===== config.mk =====
export PLATFORM = sky130hd
export DESIGN_NAME = qam_modulator_flat
export DESIGN_NICKNAME = d
export VERILOG_FILES = /design/src/rtl/qam_modulator_if.sv /design/src/rtl/qam_modulator.sv /design/src/flat_wrapper.sv
export SDC_FILE = /design/constraint.sdc
export NUM_CORES = 1
export LEC_CHECK = 0
export BUFFER_PORTS_ARGS = -buffer_cell sky130_fd_sc_hd__buf_2
export CAP_MARGIN = 0
export CORE_MARGIN = 2
export CORE_UTILIZATION = 40
export CTS_CLUSTER_DIAMETER = 50
export DETAILED_ROUTE_END_ITERATION = 8
export PLACE_DENSITY = 0.7
export SLEW_MARGIN = 10
export SYNTH_ARGS = -nofsm -noshare
export SYNTH_HDL_FRONTEND = slang
export SYNTH_SLANG_ARGS = --single-unit
export TNS_END_PERCENT = 50

===== constraint.sdc =====
create_clock -name clk -period 2.2 [get_ports clk]
set_input_delay 0.44 -clock clk [delete_from_list [all_inputs] [get_ports clk]]
set_output_delay 0.44 -clock clk [all_outputs]
set_load 0.03 [all_outputs]

===== src/rtl/qam_modulator_if.sv =====
// Subcarrier-in / sample-out bundle for the QAM modulator.
// The bench drives through the master modport and the DUT attaches to the slave modport.
interface qam_modulator_if #(
  parameter int maxWordIn = 6,
  parameter int W         = 16
);
  // Handshake: a sample is accepted on every clk edge where ival=1. There is
  // no ready and no backpressure. oval marks each cycle where oi/oq/strobes
  // carry a mapped sample, and oi/oq read 0 whenever oval=0.
  logic                 ival;
  logic [maxWordIn-1:0] ibit;
  logic [1:0]           index;
  logic [2:0]           index_M;
  logic                 isop;
  logic                 ieop;
  logic                 isof;

  logic                 oval;
  logic signed [W-1:0]  oi;
  logic signed [W-1:0]  oq;
  logic                 osop;
  logic                 oeop;
  logic                 osof;
  logic                 err_len;
  logic                 err_mod;

  modport master (
    output ival, ibit, index, index_M, isop, ieop, isof,
    input  oval, oi, oq, osop, oeop, osof, err_len, err_mod
  );

  modport slave (
    input  ival, ibit, index, index_M, isop, ieop, isof,
    output oval, oi, oq, osop, oeop, osof, err_len, err_mod
  );
endinterface


===== src/rtl/qam_modulator.sv =====
// Two-stage QAM subcarrier mapper: stage 1 registers inputs and symbol bookkeeping,
// stage 2 registers the constellation point. The symbol FSM state is exported on o_dbg_state.
module qam_modulator #(
  parameter int maxWordIn = 6,
  parameter int W         = 16,
  parameter int N_SC      = 64
) (
  input  logic               clk,
  input  logic               rst,
  qam_modulator_if.slave     bus,
  output logic               o_dbg_state
);

  localparam int CW = $clog2(N_SC + 1) + 1;
  localparam logic [CW-1:0] CNT_MAX = {CW{1'b1}};

  localparam logic signed [W-1:0] L_BPSK  = W'(8192);
  localparam logic signed [W-1:0] L_QPSK  = W'(5793);
  localparam logic signed [W-1:0] L_PILOT = W'(10923);
  localparam logic signed [W-1:0] L16_1   = W'(2591);
  localparam logic signed [W-1:0] L16_3   = W'(7773);
  localparam logic signed [W-1:0] L64_1   = W'(1264);
  localparam logic signed [W-1:0] L64_3   = W'(3792);
  localparam logic signed [W-1:0] L64_5   = W'(6320);
  localparam logic signed [W-1:0] L64_7   = W'(8848);

  typedef enum logic {
    S_IDLE   = 1'b0,
    S_ACTIVE = 1'b1
  } state_t;

  state_t          r_state;
  state_t          w_state_nxt;
  logic [CW-1:0]   r_cnt;
  logic [CW-1:0]   w_cnt_nxt;
  logic [CW-1:0]   w_cnt_inc;
  logic [2:0]      r_m;
  logic [2:0]      w_m_nxt;
  logic [2:0]      w_m_use;
  logic            w_err_len;

  logic                 r1_val;
  logic [maxWordIn-1:0] r1_bit;
  logic [1:0]           r1_idx;
  logic [2:0]           r1_m;
  logic                 r1_sop;
  logic                 r1_eop;
  logic                 r1_sof;
  logic                 r1_err_len;

  logic signed [W-1:0]  w_i;
  logic signed [W-1:0]  w_q;
  logic                 w_err_mod;

  logic                 r2_val;
  logic signed [W-1:0]  r2_i;
  logic signed [W-1:0]  r2_q;
  logic                 r2_sop;
  logic                 r2_eop;
  logic                 r2_sof;
  logic                 r2_err_len;
  logic                 r2_err_mod;

  // Counter saturates so an overlong symbol can never wrap back onto N_SC.
  assign w_cnt_inc = (r_cnt == CNT_MAX) ? r_cnt : r_cnt + CW'(1);

  // The start-of-symbol sample is mapped with the modulation it brings along.
  assign w_m_use = (bus.ival && bus.isop) ? bus.index_M : r_m;

  always_ff @(posedge clk or posedge rst) begin
    if (rst) begin
      r_state <= S_IDLE;
      r_cnt   <= '0;
      r_m     <= '0;
    end else begin
      r_state <= w_state_nxt;
      r_cnt   <= w_cnt_nxt;
      r_m     <= w_m_nxt;
    end
  end

  always_comb begin
    w_state_nxt = r_state;
    w_cnt_nxt   = r_cnt;
    w_m_nxt     = r_m;
    w_err_len   = 1'b0;
    if (bus.ival) begin
      if (bus.isop) begin
        w_m_nxt   = bus.index_M;
        w_cnt_nxt = CW'(1);
        w_err_len = (r_state == S_ACTIVE);
        if (bus.ieop) begin
          w_state_nxt = S_IDLE;
          w_err_len   = w_err_len | (CW'(1) != CW'(N_SC));
        end else begin
          w_state_nxt = S_ACTIVE;
        end
      end else if (r_state == S_ACTIVE) begin
        w_cnt_nxt = w_cnt_inc;
        if (bus.ieop) begin
          w_state_nxt = S_IDLE;
          w_err_len   = (w_cnt_inc != CW'(N_SC));
        end
      end else if (bus.ieop) begin
        w_err_len = 1'b1;
      end
    end
  end

  assign o_dbg_state = r_state;

  always_ff @(posedge clk or posedge rst) begin
    if (rst) begin
      r1_val     <= 1'b0;
      r1_bit     <= '0;
      r1_idx     <= '0;
      r1_m       <= '0;
      r1_sop     <= 1'b0;
      r1_eop     <= 1'b0;
      r1_sof     <= 1'b0;
      r1_err_len <= 1'b0;
    end else begin
      r1_val     <= bus.ival;
      r1_bit     <= bus.ibit;
      r1_idx     <= bus.index;
      r1_m       <= w_m_use;
      r1_sop     <= bus.isop;
      r1_eop     <= bus.ieop;
      r1_sof     <= bus.isof;
      r1_err_len <= w_err_len;
    end
  end

  function automatic logic signed [W-1:0] lvl16(input logic [1:0] g);
    case (g)
      2'b00:   return L16_3;
      2'b01:   return L16_1;
      2'b11:   return -L16_1;
      default: return -L16_3;
    endcase
  endfunction

  function automatic logic signed [W-1:0] lvl64(input logic [2:0] g);
    case (g)
      3'b000:  return L64_7;
      3'b001:  return L64_5;
      3'b011:  return L64_3;
      3'b010:  return L64_1;
      3'b110:  return -L64_1;
      3'b111:  return -L64_3;
      3'b101:  return -L64_5;
      default: return -L64_7;
    endcase
  endfunction

  always_comb begin
    w_i       = '0;
    w_q       = '0;
    w_err_mod = 1'b0;
    if (r1_val) begin
      case (r1_idx)
        2'd1: begin
          case (r1_m)
            3'd1: w_i = r1_bit[0] ? -L_BPSK : L_BPSK;
            3'd2: begin
              w_i = r1_bit[1] ? -L_QPSK : L_QPSK;
              w_q = r1_bit[0] ? -L_QPSK : L_QPSK;
            end
            3'd4: begin
              w_i = lvl16(r1_bit[3:2]);
              w_q = lvl16(r1_bit[1:0]);
            end
            3'd6: begin
              w_i = lvl64(r1_bit[5:3]);
              w_q = lvl64(r1_bit[2:0]);
            end
            default: w_err_mod = 1'b1;
          endcase
        end
        2'd2: w_i = r1_bit[0] ? -L_PILOT : L_PILOT;
        2'd3: begin
          w_i = r1_bit[1] ? -L_QPSK : L_QPSK;
          w_q = r1_bit[0] ? -L_QPSK : L_QPSK;
        end
        default: begin
          w_i = '0;
          w_q = '0;
        end
      endcase
    end
  end

  always_ff @(posedge clk or posedge rst) begin
    if (rst) begin
      r2_val     <= 1'b0;
      r2_i       <= '0;
      r2_q       <= '0;
      r2_sop     <= 1'b0;
      r2_eop     <= 1'b0;
      r2_sof     <= 1'b0;
      r2_err_len <= 1'b0;
      r2_err_mod <= 1'b0;
    end else begin
      r2_val     <= r1_val;
      r2_i       <= w_i;
      r2_q       <= w_q;
      r2_sop     <= r1_sop;
      r2_eop     <= r1_eop;
      r2_sof     <= r1_sof;
      r2_err_len <= r1_err_len;
      r2_err_mod <= w_err_mod;
    end
  end

  assign bus.oval    = r2_val;
  assign bus.oi      = r2_i;
  assign bus.oq      = r2_q;
  assign bus.osop    = r2_sop;
  assign bus.oeop    = r2_eop;
  assign bus.osof    = r2_sof;
  assign bus.err_len = r2_err_len;
  assign bus.err_mod = r2_err_mod;

endmodule


===== src/flat_wrapper.sv =====
// flat-port wrapper written by rule: the top's interface ports become plain ports
module qam_modulator_flat 
#(
  parameter int maxWordIn = 6,
  parameter int W         = 16,
  parameter int N_SC      = 64
)
  (clk, rst, o_dbg_state, bus_ival, bus_ibit, bus_index, bus_index_M, bus_isop, bus_ieop, bus_isof, bus_oval, bus_oi, bus_oq, bus_osop, bus_oeop, bus_osof, bus_err_len, bus_err_mod);
  qam_modulator_if #(.maxWordIn(maxWordIn), .W(W)) bus_i ();
  input  logic clk;
  input  logic rst;
  output logic o_dbg_state;
  input wire logic [$bits(bus_i.ival)-1:0] bus_ival;
  input wire logic [$bits(bus_i.ibit)-1:0] bus_ibit;
  input wire logic [$bits(bus_i.index)-1:0] bus_index;
  input wire logic [$bits(bus_i.index_M)-1:0] bus_index_M;
  input wire logic [$bits(bus_i.isop)-1:0] bus_isop;
  input wire logic [$bits(bus_i.ieop)-1:0] bus_ieop;
  input wire logic [$bits(bus_i.isof)-1:0] bus_isof;
  output wire logic [$bits(bus_i.oval)-1:0] bus_oval;
  output wire logic [$bits(bus_i.oi)-1:0] bus_oi;
  output wire logic [$bits(bus_i.oq)-1:0] bus_oq;
  output wire logic [$bits(bus_i.osop)-1:0] bus_osop;
  output wire logic [$bits(bus_i.oeop)-1:0] bus_oeop;
  output wire logic [$bits(bus_i.osof)-1:0] bus_osof;
  output wire logic [$bits(bus_i.err_len)-1:0] bus_err_len;
  output wire logic [$bits(bus_i.err_mod)-1:0] bus_err_mod;
  assign bus_i.ival = bus_ival;
  assign bus_i.ibit = bus_ibit;
  assign bus_i.index = bus_index;
  assign bus_i.index_M = bus_index_M;
  assign bus_i.isop = bus_isop;
  assign bus_i.ieop = bus_ieop;
  assign bus_i.isof = bus_isof;
  assign bus_oval = bus_i.oval;
  assign bus_oi = bus_i.oi;
  assign bus_oq = bus_i.oq;
  assign bus_osop = bus_i.osop;
  assign bus_oeop = bus_i.oeop;
  assign bus_osof = bus_i.osof;
  assign bus_err_len = bus_i.err_len;
  assign bus_err_mod = bus_i.err_mod;
  qam_modulator #(.maxWordIn(maxWordIn), .W(W), .N_SC(N_SC)) u_core (.clk(clk), .rst(rst), .bus(bus_i), .o_dbg_state(o_dbg_state));
endmodule

==> run summary, run 1 <==
crit share post-route = 88.9%
Pre-Repair DR Iteration Count = 5
Overflow after GRT = 0
Worst-Skew Late Latency = 0.34 ns
number of nets still failing antenna checks after routing = 0
Setup crit start kind = flip-flop
post-layout power = 3.00 mW
post-CTS setup buffer count = 0
critical path data arrival time = 2.17 ns
Crit-path slowest cell = or4_4
vias post-DR = 2,452
CTS tree = yes
Distinct cells, synth = 51
ys flop type = dfrtp_1
Die ar. = 8320 um^2
R2R Path Start = u_core.r1_bit[1]
final wirelength = 6.36 mm
htree depth = 3
TritonCTS Buffers = 9
Root Driver = clkbuf_8
Worst EP required = 2.41 ns
Fmax achieved = 0.511 GHz
Mapped Cells = 316
Core Box Area = 7290 um^2
Wirelength per Cell = 13.4 um
# port buffers = 55
Layout Cells excl Fill = 474
R2R Path End = u_core.bus.oq[7]
GP Congestion = 0.942
Via density = 5.17
CP Buf/Inv Count = 1
RSZ-0062 raised after global routing = false
Initial Util = 41.7%
initial antenna violation count = 0
CTS Hold Bufs = 0
max cap viols = 0
die width = 91.2 um
Reg2Reg Depth = 7
CP max stage delay = 0.57 ns
Post-DP HPWL = 4.73 mm
CTS max path bufs = 2
switching power = 0.873 mW
family with the most delay on the worst path = simple AND/OR/NAND/NOR gates
sequential cell area = 1550 um^2
die height = 91.2 um
Slew @ Worst Pin = 0.553 ns
count of cells resized by post-cts repair = 0
post-synthesis sequential area ratio = 51.0%
Async S/R FF share, synth = 100%
kind of critical path = reg -> reg
post-synthesis net count = 343
DRC viols = 0
largest net degree at the start of global routing = 25
crit-path cells = inv_1, ha_1, or4_4, a22oi_4, nor2_2, a31oi_1, nor2_1
pre-CTS setup slack = 0.255 ns
share of cells above drive strength 1 = 25.3%
VDD IR max = 0.292 mV
post-synth top area cell = dfrtp_1
Post-Route Setup TNS = 0 ns
fin. max-slew vios = 0
combinational power share = 18.1%
Seq pwr share = 44.2%
vias in the first global route = 2,288
Clock Sinks = 62
PnR worst setup slack = 0.243 ns
NumNets Final = 397
Clock power frac = 37.7%
most common cell in the netlist = dfrtp_1
max_slew headroom = 62.7%
status = finished clean
Synth top cells by count = dfrtp_1 (62), a21oi_1 (37), nor2_1 (30), nand2_1 (18), inv_1 (13)
Clock transition at path regs = 0.07 ns
final setup vio count = 0
global-route wire length before repair = 10.7 mm
CP Capture Type = flip-flop
Syn Std Cell Area = 3040 um^2
final hold vios = 0
number of cell rows = 31
ranking of synthesized cells by area = dfrtp_1 (51%), a21oi_1 (6.1%), ha_1 (4.1%)
clock period minus worst slack = 1.96 ns
area grow syn2layout = 19.5%
#FFs+latches synth = 62
Placed Cells = 458
sw frac = 29.1%
EDFF count, synth = 0
Critical Path Fanout Max = 7
Layout Skew = 0.00939 ns
worst min-delay path class = in -> async
GRT Util Overall = 16.3%
top cell type's share of synthesized area = 51.0%
DRT iter0 DRCs = 226
setup slack, reg-to-reg = 0.24 ns
Leak Pwr = 1.75 nW
Inserted Diodes = 0
WP depth = 7
area occupied by multi-input gates = 1320 um^2
pwr/cell area = 824 nW/um^2
FILL cells = 706
Internal = 2.12 mW
Mean Syn Cell Area = 9.63 um^2
Final Hold Slack = 0.0900 ns
IO Count = 56
YS warnings = 0
-- layout by cell type (no fill, tap or decap), drive strengths merged, types with 4 or more instances in the layout --
master / instances
xnor2: 4
and3: 4
inv: 15
nor3: 14
ha: 10
a21oi: 37
a31oi: 6
clkbuf: 11
o21ai: 22
nor2: 31
buf: 65
o22ai: 9
nand2: 18
dfrtp: 62
nand2b: 5
nor2b: 4
o21a: 6
nand3: 10
-- metrics by stage --
stage	cell area (um^2)	utilization (%)
finish	3640	49.9
global route	3640	49.9
CTS	3640	49.9
detailed placement	3400	46.7
global placement	3400	46.7
floorplan	3040	-
-- layout make-up --
type	instances	share of cell area, %
sequential	62	42.7
timing repair buffer	65	9.63
clock buffer	11	4.16
inverter	15	1.55
tap	99	3.41
multi-input combinational	217	36.4
clock inverter	5	2.24
-- flip-flops by register name, summed over array words and instances, names as in the netlist --
signal,flops
u_core.bus.oval,1
u_core.r1_eop,1
u_core.r1_val,1
u_core.bus.err_len,1
u_core.r1_err_len,1
u_core.r1_sop,1
u_core.bus.oeop,1
u_core.bus.err_mod,1
u_core.bus.oq,13
u_core.bus.osop,1
u_core.r1_m,3
u_core.r1_bit,6
u_core.bus.oi,15
u_core.o_dbg_state,1
u_core.r_cnt,8
u_core.r_m,3
u_core.r1_idx,2
u_core.r1_sof,1
u_core.bus.osof,1
-- per-layer routing --
metal	share of wire [%]	vias up	global-route usage (%)	wire length (um)
met4	2.1	0	8.21	135
met5	0	-	0	0
li1	-	1216	-	-
met3	7.0	14	5.15	445
met2	43	105	23.5	2760
met1	47	1117	22.2	3010
-- worst register-to-register path, stage by stage (launching register included) --
cell and delay (ns):
dfrtp_1 0.34, inv_1 0.11, ha_1 0.29, or4_4 0.57, a22oi_4 0.23, nor2_2 0.07, a31oi_1 0.17, nor2_1 0.05
-- how the worst max path moves through the flow --
stage,from,endpoint
global route,u_core.r1_bit[1],u_core.bus.oq[7]
floorplan,u_core.r1_bit[1],u_core.bus.oq[7]
finish,u_core.r1_bit[1],u_core.bus.oq[7]
global placement,u_core.r1_bit[1],u_core.bus.oq[7]
detailed placement,u_core.r1_bit[1],u_core.bus.oq[7]
CTS,u_core.r1_bit[1],u_core.bus.oq[7]
-- power by group through the flow --
stage	Clock (mW)	Combinational, mW	Sequential (mW)
floorplan	0	0.398	1.35
global placement	0	0.531	1.34
detailed placement	0	0.538	1.34
CTS	1.16	0.541	1.32
global route	1.21	0.600	1.34
finish	1.13	0.542	1.33
-- cell families after synthesis --
family / synth area share (%)
DFF: 51.0
adders and majority gates: 4.11
xor gates and xnor gates: 1.44
buffers and inverters: 5.59
muxes: 1.11
and+or+nand+nor: 16.4
AOI/OAI and AO/OA: 20.4
No activity file was read; power rests on OpenSTA's default activity.
==> inputs of run 2 (changes only) <==
--- a/config.mk
+++ b/config.mk
@@ -11,6 +11,7 @@
 export CORE_UTILIZATION = 40
 export CTS_CLUSTER_DIAMETER = 50
 export DETAILED_ROUTE_END_ITERATION = 8
+export GPL_TIMING_DRIVEN = 0
 export PLACE_DENSITY = 0.7
 export SLEW_MARGIN = 10
 export SYNTH_ARGS = -nofsm -noshare
==> run summary, run 2 (synthesis results as in run 1) <==
max cap viols = 0 (unchanged)
Clock Sinks = 62 (unchanged)
die width = 91.2 um (unchanged)
Die ar. = 8320 um^2 (unchanged)
clock period minus worst slack = 2.09 ns (was 1.96 ns)
die height = 91.2 um (unchanged)
Pre-Repair DR Iteration Count = 4 (was 5)
final setup vio count = 0 (unchanged)
sw frac = 31.5% (was 29.1%)
combinational power share = 21.5% (was 18.1%)
final core occ = 50.5% (was 49.9%)
Slew @ Worst Pin = 0.615 ns (was 0.553 ns)
switching power = 0.902 mW (was 0.873 mW)
Via density = 5.04 (was 5.17)
Post-DP HPWL = 4.84 mm (was 4.73 mm)
crit share post-route = 94.8% (was 88.9%)
number of cell rows = 31 (unchanged)
critical path data arrival time = 2.29 ns (was 2.17 ns)
Overflow after GRT = 0 (unchanged)
post-layout power = 2.87 mW (was 3.00 mW)
htree depth = 3 (unchanged)
NumNets Final = 412 (was 397)
DRC viols = 0 (unchanged)
final hold vios = 0 (unchanged)
CP Capture Type = flip-flop (unchanged)
worst min-delay path class = in -> async (unchanged)
CTS max path bufs = 2 (unchanged)
max_slew headroom = 59.0% (was 62.7%)
CTS tree = yes (unchanged)
Core Box Area = 7290 um^2 (unchanged)
Inserted Diodes = 0 (unchanged)
R2R Path End = u_core.bus.oq[7] (unchanged)
Setup crit start kind = flip-flop (unchanged)
Wirelength per Cell = 13.3 um (was 13.4 um)
Fmax achieved = 0.480 GHz (was 0.511 GHz)
CTS Hold Bufs = 0 (unchanged)
final wirelength = 6.49 mm (was 6.36 mm)
IO Count = 56 (unchanged)
pwr/cell area = 779 nW/um^2 (was 824 nW/um^2)
most frequent cells in the layout = buf_2 (61), dfrtp_1 (61), a21oi_1 (37), nor2_1 (30), nand2_1 (18) (was dfrtp_1 (62), buf_2 (55), a21oi_1 (37), nor2_1 (30), nand2_1 (18))
GRT Util Overall = 16.6% (was 16.3%)
share of cells above drive strength 1 = 25.9% (was 25.3%)
TritonCTS Buffers = 9 (unchanged)
largest net degree at the start of global routing = 33 (was 25)
DRT iter0 DRCs = 166 (was 226)
Clock power frac = 34.1% (was 37.7%)
Reg2Reg Depth = 8 (was 7)
R2R Path Start = u_core.r1_bit[0] (was u_core.r1_bit[1])
setup slack, reg-to-reg = 0.11 ns (was 0.24 ns)
vias in the first global route = 2,317 (was 2,288)
max reg flops = 15 (unchanged)
kind of critical path = reg -> reg (unchanged)
Crit-path slowest cell = or4_4 (unchanged)
Layout Skew = 0.00621 ns (was 0.00939 ns)
VDD IR max = 0.322 mV (was 0.292 mV)
Initial Util = 41.7% (unchanged)
status = finished clean (unchanged)
area grow syn2layout = 20.9% (was 19.5%)
number of nets still failing antenna checks after routing = 0 (unchanged)
initial antenna violation count = 0 (unchanged)
# port buffers = 55 (unchanged)
Internal = 1.97 mW (was 2.12 mW)
GP Congestion = 0.943 (was 0.942)
RSZ-0062 raised after global routing = false (unchanged)
Leak Pwr = 1.78 nW (was 1.75 nW)
Clock transition at path regs = 0.07 ns (about the same)
Worst-Skew Late Latency = 0.34 ns (about the same)
Seq pwr share = 44.4% (was 44.2%)
global-route wire length before repair = 10.9 mm (was 10.7 mm)
Critical Path Fanout Max = 10 (was 7)
crit-path cells = buf_4, inv_2, ha_1, or4_4, a22oi_4, nor2_2, a31oi_1, nor2_1 (was inv_1, ha_1, or4_4, a22oi_4, nor2_2, a31oi_1, nor2_1)
Root Driver = clkbuf_8 (unchanged)
FILL cells = 701 (was 706)
vias post-DR = 2,467 (was 2,452)
CP max stage delay = 0.51 ns (was 0.57 ns)
fin. max-slew vios = 0 (unchanged)
Worst EP required = 2.41 ns (about the same)
## run 2: cell types whose count changed in the layout (fill, tap and decap cells not counted)
cell	previous run	this run
buf_2	55	61
clkinv_4	1	2
clkbuf_8	11	9
dfrtp_2	0	1
buf_12	0	1
buf_1	0	1
inv_6	0	1
buf_4	10	7
dfrtp_1	62	61
buf_6	0	1
bufinv_16	2	1
clkinv_2	1	2
clkbuf_1	0	9
## run 2: final cells by class
cell class | instances | area (um^2) | area share (%)
Sequential cell | 62 | 1550 | 42.2
Clock buffer | 9 | 124 | 3.37
Timing Repair Buffer | 58 | 310 | 8.43
Buffer | 22 | 116 | 3.16
Inverter | 15 | 56.3 | 1.53
Tap cell | 99 | 124 | 3.37
Clock inverter | 7 | 73.8 | 2.01
Multi-Input combinational cell | 217 | 1320 | 35.9
## run 2: how the worst max path moves through the flow
| stage | to | startpoint | depth (start not counted) |
|---|---|---|---|
| after CTS | u_core.bus.oq[7] | u_core.r1_bit[1] | 7 |
| final | u_core.bus.oq[7] | u_core.r1_bit[0] | 8 |
| after floorplan | u_core.bus.oq[7] | u_core.r1_bit[1] | 7 |
| after global routing | u_core.bus.oq[7] | u_core.r1_bit[0] | 8 |
| after detailed placement | u_core.bus.oq[7] | u_core.r1_bit[1] | 7 |
| after global placement | u_core.bus.oq[9] | rst | 2 |
## run 2: metrics by stage
step,hold WS (ns),cells,TNS (ns),area (um^2),worst slack (ns)
after floorplan,0.331,316,0,3040,0.198
after global routing,0.179,489,0,3680,0.0269
after detailed placement,0.335,471,-0.270,3460,-0.110
final,0.171,489,0,3680,0.115
after global placement,0.333,470,-22.35,3440,-0.360
after CTS,0.177,487,0,3660,0.0133
## run 2: metal layers
layer  up-vias  global-route usage (%)  part of all wire, %
met5         -                       0                    0
met4         0                    8.08                 0.99
met3         4                    4.65                  5.7
met2        75                    24.8                   45
met1      1136                    22.3                   48
li1       1252                       -                    -
## run 2: critical path, delay by kind of cell (launching register included)
| kind | cells | cell delay [ns] |
|---|---|---|
| adders and majority gates | 1 | 0.26 |
| AOI/OAI and AO/OA | 2 | 0.40 |
| buffers and inverters | 2 | 0.28 |
| and+or+nand+nor | 3 | 0.65 |
| DFF | 1 | 0.37 |
## run 2: repair_timing
action                                  4_1_cts  5_1_grt
endpoints found under the setup margin        8        4
resized for setup                             1        2
setup buffers                                 0        2
pin swaps                                     0        1
## run 2: power groups by stage
stage	logic [mW]	clock network (mW)	registers [mW]
2_1_floorplan	0.398	0	1.35
3_3_place_gp	0.598	0	1.29
3_5_place_dp	0.608	0	1.29
4_1_cts	0.610	1.01	1.27
5_1_grt	0.684	1.07	1.28
6_report	0.617	0.978	1.27
